### src/rtl/unstriping_2lane_pkg.sv
// Shared definitions for the two-lane striper / unstriper pair.
//   DATA_WIDTH_DEF : default lane word width
//   DEPTH_DEF      : default per-lane elastic FIFO depth
//   lane_e         : lane index (LANE0 carries the first word of each pair)
package unstriping_2lane_pkg;

  localparam int unsigned DATA_WIDTH_DEF = 32;
  localparam int unsigned DEPTH_DEF      = 4;

  typedef enum logic {
    LANE0 = 1'b0,
    LANE1 = 1'b1
  } lane_e;

endpackage

### src/rtl/unstriping_2lane_lane_fifo.sv
// Per-lane synchronous elastic FIFO.
//   clk, rst (async, active-high)
//   wr_en/wr_data : push request; accepted when not full or popped this edge
//   rd_en         : pop request; honoured only when not empty
//   rd_data       : current head (combinational, valid while !empty)
//   full, empty   : status before the edge
//   count         : occupancy 0..DEPTH
module lane_fifo
  import unstriping_2lane_pkg::*;
#(
  parameter int unsigned DATA_WIDTH = DATA_WIDTH_DEF,
  parameter int unsigned DEPTH      = DEPTH_DEF,
  parameter int unsigned PTR_W      = 2
) (
  input  logic                  clk,
  input  logic                  rst,
  input  logic                  wr_en,
  input  logic [DATA_WIDTH-1:0] wr_data,
  input  logic                  rd_en,
  output logic [DATA_WIDTH-1:0] rd_data,
  output logic                  full,
  output logic                  empty,
  output logic [PTR_W:0]        count
);

  localparam logic [PTR_W:0] FULL_CNT = (PTR_W+1)'(DEPTH);

  logic [DATA_WIDTH-1:0] mem_q [DEPTH];
  logic [PTR_W-1:0]      wr_ptr_q, wr_ptr_d;
  logic [PTR_W-1:0]      rd_ptr_q, rd_ptr_d;
  logic [PTR_W:0]        count_q,  count_d;
  logic                  do_wr, do_rd;

  assign full    = (count_q == FULL_CNT);
  assign empty   = (count_q == '0);
  assign count   = count_q;
  assign rd_data = mem_q[rd_ptr_q];

  always_comb begin
    do_rd    = rd_en && !empty;
    // A full FIFO still accepts a push when its head leaves at the same edge.
    do_wr    = wr_en && (!full || do_rd);
    wr_ptr_d = wr_ptr_q;
    rd_ptr_d = rd_ptr_q;
    if (do_wr) wr_ptr_d = wr_ptr_q + PTR_W'(1);
    if (do_rd) rd_ptr_d = rd_ptr_q + PTR_W'(1);
    count_d  = count_q + {{PTR_W{1'b0}}, do_wr} - {{PTR_W{1'b0}}, do_rd};
  end

  always_ff @(posedge clk or posedge rst) begin
    if (rst) begin
      wr_ptr_q <= '0;
      rd_ptr_q <= '0;
      count_q  <= '0;
    end else begin
      wr_ptr_q <= wr_ptr_d;
      rd_ptr_q <= rd_ptr_d;
      count_q  <= count_d;
    end
  end

  // Storage needs no reset: entries are only read while count says they hold data.
  always_ff @(posedge clk) begin
    if (do_wr) mem_q[wr_ptr_q] <= wr_data;
  end

endmodule

### src/rtl/unstriping_2lane.sv
// Two-lane unstriper: rebuilds a single word stream from lane_0/lane_1,
// strictly alternating lane 0, lane 1, lane 0, ...
//   clk_2f            : word-rate clock
//   reset             : async, active-high; clears all state
//   lane_k / valid_k  : incoming lane words, buffered in an elastic FIFO each
//   data_out/valid_out: registered recombined word (data_out=0 when invalid)
//   overflow_0/1      : sticky, set when a lane word was dropped on a full FIFO
//   lane_sel          : lane the next output word will be taken from
module unstriping_2lane
  import unstriping_2lane_pkg::*;
#(
  parameter int unsigned DATA_WIDTH = DATA_WIDTH_DEF,
  parameter int unsigned DEPTH      = DEPTH_DEF,
  parameter int unsigned PTR_W      = 2
) (
  input  logic                  clk_2f,
  input  logic                  reset,
  input  logic [DATA_WIDTH-1:0] lane_0,
  input  logic                  valid_0,
  input  logic [DATA_WIDTH-1:0] lane_1,
  input  logic                  valid_1,
  output logic [DATA_WIDTH-1:0] data_out,
  output logic                  valid_out,
  output logic                  overflow_0,
  output logic                  overflow_1,
  output logic                  lane_sel
);

  lane_e                 lane_sel_q,   lane_sel_d;
  logic [DATA_WIDTH-1:0] data_out_q,   data_out_d;
  logic                  valid_out_q,  valid_out_d;
  logic                  overflow_0_q, overflow_0_d;
  logic                  overflow_1_q, overflow_1_d;

  logic [DATA_WIDTH-1:0] head_0, head_1;
  logic                  full_0, full_1, empty_0, empty_1;
  logic [PTR_W:0]        count_0, count_1;
  logic                  pop_0, pop_1;

  // Never skip a lane: only the selected FIFO may be popped.
  assign pop_0 = (lane_sel_q == LANE0) && !empty_0;
  assign pop_1 = (lane_sel_q == LANE1) && !empty_1;

  lane_fifo #(
    .DATA_WIDTH (DATA_WIDTH),
    .DEPTH      (DEPTH),
    .PTR_W      (PTR_W)
  ) u_fifo_0 (
    .clk     (clk_2f),
    .rst     (reset),
    .wr_en   (valid_0),
    .wr_data (lane_0),
    .rd_en   (pop_0),
    .rd_data (head_0),
    .full    (full_0),
    .empty   (empty_0),
    .count   (count_0)
  );

  lane_fifo #(
    .DATA_WIDTH (DATA_WIDTH),
    .DEPTH      (DEPTH),
    .PTR_W      (PTR_W)
  ) u_fifo_1 (
    .clk     (clk_2f),
    .rst     (reset),
    .wr_en   (valid_1),
    .wr_data (lane_1),
    .rd_en   (pop_1),
    .rd_data (head_1),
    .full    (full_1),
    .empty   (empty_1),
    .count   (count_1)
  );

  // Occupancy is exported by the FIFO for observation only.
  logic unused_counts;
  assign unused_counts = ^{count_0, count_1};

  always_comb begin
    lane_sel_d   = lane_sel_q;
    data_out_d   = '0;
    valid_out_d  = 1'b0;
    overflow_0_d = overflow_0_q | (valid_0 && full_0 && !pop_0);
    overflow_1_d = overflow_1_q | (valid_1 && full_1 && !pop_1);
    if (pop_0) begin
      data_out_d  = head_0;
      valid_out_d = 1'b1;
      lane_sel_d  = LANE1;
    end else if (pop_1) begin
      data_out_d  = head_1;
      valid_out_d = 1'b1;
      lane_sel_d  = LANE0;
    end
  end

  always_ff @(posedge clk_2f or posedge reset) begin
    if (reset) begin
      lane_sel_q   <= LANE0;
      data_out_q   <= '0;
      valid_out_q  <= 1'b0;
      overflow_0_q <= 1'b0;
      overflow_1_q <= 1'b0;
    end else begin
      lane_sel_q   <= lane_sel_d;
      data_out_q   <= data_out_d;
      valid_out_q  <= valid_out_d;
      overflow_0_q <= overflow_0_d;
      overflow_1_q <= overflow_1_d;
    end
  end

  assign data_out   = data_out_q;
  assign valid_out  = valid_out_q;
  assign overflow_0 = overflow_0_q;
  assign overflow_1 = overflow_1_q;
  assign lane_sel   = lane_sel_q;

endmodule
### config.mk
export PLATFORM = sky130hd
export DESIGN_NAME = unstriping_2lane
export DESIGN_NICKNAME = d
export VERILOG_FILES = /design/src/rtl/unstriping_2lane_pkg.sv /design/src/rtl/unstriping_2lane_lane_fifo.sv /design/src/rtl/unstriping_2lane.sv
export SDC_FILE = /design/constraint.sdc
export NUM_CORES = 1
export LEC_CHECK = 0
export BUFFER_PORTS_ARGS = -buffer_cell sky130_fd_sc_hd__clkbuf_2
export CAP_MARGIN = 10
export CORE_MARGIN = 4
export CORE_UTILIZATION = 46
export CTS_CLUSTER_DIAMETER = 50
export DETAILED_ROUTE_END_ITERATION = 10
export GPL_ROUTABILITY_DRIVEN = 0
export PLACE_DENSITY = 0.75
export SLEW_MARGIN = 20
export SYNTH_ARGS = -nofsm -noshare
export SYNTH_HDL_FRONTEND = slang
export SYNTH_SLANG_ARGS = --single-unit
### constraint.sdc
create_clock -name clk_2f -period 2.9 [get_ports clk_2f]
set_input_delay 0.725 -clock clk_2f [delete_from_list [all_inputs] [get_ports clk_2f]]
set_output_delay 0.725 -clock clk_2f [all_outputs]
set_load 0.01 [all_outputs]
==> results.md <==
* Setup Fix Bufs, Post-CTS at 0
* Post-detail-place hpwl at 15,800 µm
* First-pass GRT wire length at 36,500 µm
* Power Dens Cells at 1060 nW/µm²
* Hold buffers post-CTS at 0
* Util after Layout at 0.548
* Post-CTS Resized at 0
* CP Cell Sequence: nor3_1, nor2_4, ha_1, inv_1, ha_1, inv_1, fa_1, xnor2_1, xnor2_1
* Final ANT Viol Nets at 0
* 1st-iter DRT viols at 424
* WL final at 24,000 µm
* Clk sink count at 306
* RSZ-0062 raised after global routing: false
* Worst min-delay path class: primary input to async pin
* Max incr delay on CP at 0.50 ns
* Post-synth top flop: edfxtp_1
* DIE HEIGHT at 166 µm
* Core ar. at 24,400 µm²
* Pre-CTS setup slack at 0.387 ns
* DR vias/cell at 5.54
* Outcome: finished, final reports clean
* WS Path Type: flip-flop to flip-flop
* Number of global-route vias before repair at 5,850
* Standard-cell rows at 57
* Crit path launch type: flip-flop
* Clock period minus worst slack at 2.27 ns
* Max-cap viol count at 0
* Commonest non-fill, non-tap cell in the layout: edfxtp_1
* Worst-case clock skew at 0.0104 ns
* Peak VDD IR at 0.000727 V
* Die W at 166 µm
* Syn nets at 571
* Top Family by Delay on Critical Path: adder cells
* Post-route setup slack at 0.629 ns
* Seq/Total Area, Yosys at 0.782
* Fin. Hold Viols at 0
* Max-slew violations at 0
* Multi-input logic area at 2250 µm²
* Setup TNS at 0 ns
* Slew HR at 0.439
* Fin nets at 700
* Leak at 4.86 nW
* Final instance area at 13,400 µm²
* Critical path depth in cells at 9
* Number of synthesized flops with an enable pin at 256
* Final setup fails at 0
* Yosys cell types at 29
* Mean routed wirelength per cell at 24.8 µm
* Die ar. at 27,400 µm²
* Max Root-Sink Buffers at 3
* Largest net degree at the start of global routing at 37
* WP data arrival at 2.73 ns
* Worst-skew pair later-pin latency at 0.54 ns
* CTS tree: yes
* DR pass1 iterations at 5
* Clock buffer count from CTS at 30
* Mapped Cells at 489
* Worst Tran Pin Value at 0.842 ns
* Async SR Flop Fraction at 0.163
* Share of cells above drive strength 1 at 0.354
* Drt drc at 0
* Cell area after synthesis at 11,400 µm²
* Htree depth at 1
* Register area at 8940 µm²
* Final cycle utilization of the critical path at 0.783
* Routed vias at 5,353
* Post-DP Area at 12,400 µm²
* Post-Syn Area per Cell at 23.4 µm²
* CP max stage cell: nor3_1
* Data required time of the worst path at 3.36 ns
* CTS Root Cell: clkbuf_16
* All-Layer GR Usage at 0.174
* Number of fill cells at 1,864
* Critical path endpoint category: flip-flop
* Reg2reg path depth at 9
* Port Buf Inserts at 103
* Area grow syn2layout at 16.9%
* Fmax achieved at 0.440 GHz
* #FFs+latches synth at 306
* Clock transition at path regs at 0.06 ns
* CP max FO at 4
* Starting Density at 0.468
* YS warnings at 0
* # IOs at 104
* GR Overflow Total at 0
* Most frequent cells in the layout: edfxtp_1, clkbuf_2, dfrtp_1
* Initial antenna violation count at 2
* WP buf/inv at 2
==> final timing paths <==
check	startpoint	to	slack (ns)
worst min register to register	overflow_1	overflow_1	0.46
worst min-delay path	reset	data_out[14]	0.25
max in group asynchronous	reset	data_out[26]	1.98
worst max-delay path	u_fifo_0.count[1]	u_fifo_0.count[2]	0.63
worst max register to register	u_fifo_0.count[1]	u_fifo_0.count[2]	0.63
min in group clk_2f	lane_1[18]	u_fifo_1.mem_q[2][18]	0.40
==> worst reg2reg max path, delay by kind of cell, from the launching register on <==
kind | cells | cell delay, ns
buf+inv | 2 | 0.11
xor+xnor | 2 | 0.31
flops | 1 | 0.43
simple gates | 2 | 0.56
fa+ha+maj | 3 | 0.79
==> cell families after synthesis <==
| group | Yosys count | share of synthesized area |
|---|---|---|
| muxes | 66 | 0.135 |
| buffers and inverters | 40 | 0.0220 |
| adders and majority gates | 14 | 0.0166 |
| DFF | 306 | 0.782 |
| and+or+nand+nor | 16 | 0.00887 |
| xor gates and xnor gates | 10 | 0.00767 |
| AOI/OAI and AO/OA | 37 | 0.0278 |
==> registers in the layout (all words and copies together) (netlist names) <==
register / count
lane_sel: 1
valid_out: 1
u_fifo_0.rd_ptr_q: 2
u_fifo_1.rd_ptr_q: 2
overflow_1: 1
u_fifo_0.wr_ptr_q: 2
u_fifo_1.mem_q: 128
overflow_0: 1
u_fifo_0.mem_q: 128
u_fifo_0.count: 3
data_out: 32
u_fifo_1.count: 3
u_fifo_1.wr_ptr_q: 2
==> through the flow <==
step	hold slack [ns]	cells	power (mW)
6_report	0.245	967	14.2
5_1_grt	0.284	967	14.9
4_1_cts	0.248	966	14.4
3_5_place_dp	0.452	910	10.6
3_3_place_gp	0.439	910	10.4
2_1_floorplan	0.460	489	9.18
==> cell usage after synthesis (2+ instances only) <==
cell      instances  area (µm²)
clkbuf_1          5        18.8
nor2_1            2        7.51
buf_2            12        60.1
inv_1            15        56.3
mux4_1           20         526
ha_1             12         150
xnor2_1           7        61.3
mux4_2           44         991
buf_6             5        56.3
edfxtp_1        256        7690
xor2_1            3        26.3
dfrtp_1          50        1250
buf_12            3        60.1
and2_1            8        50.1
fa_1              2        40.0
a22o_1           32         280
==> power by group <==
| group | switching [mW] | leakage (nW) | internal [mW] |
|---|---|---|---|
| sequential | 0.706 | 2.94 | 5.96 |
| clock | 1.53 | 0.471 | 2.22 |
| combinational | 1.90 | 1.45 | 1.88 |
==> final cells by class <==
type                            instances  share of cell area
Tap cell                              324              0.0303
Antenna cell                            1            0.000187
Multi-Input combinational cell        143               0.169
Timing Repair Buffer                  122              0.0549
Sequential cell                       306               0.669
Inverter                               15             0.00421
Clock inverter                          9             0.00731
Clock buffer                           47              0.0648
==> layer usage <==
| layer | global-route usage | up-vias | part of all wire |
|---|---|---|---|
| li1 | - | 2281 | - |
| met1 | 0.230 | 2824 | 0.39 |
| met2 | 0.301 | 204 | 0.52 |
| met3 | 0.0322 | 42 | 0.056 |
| met4 | 0.0452 | 2 | 0.028 |
| met5 | 0 | - | 0.00054 |
(Power assumes the default switching activity.)
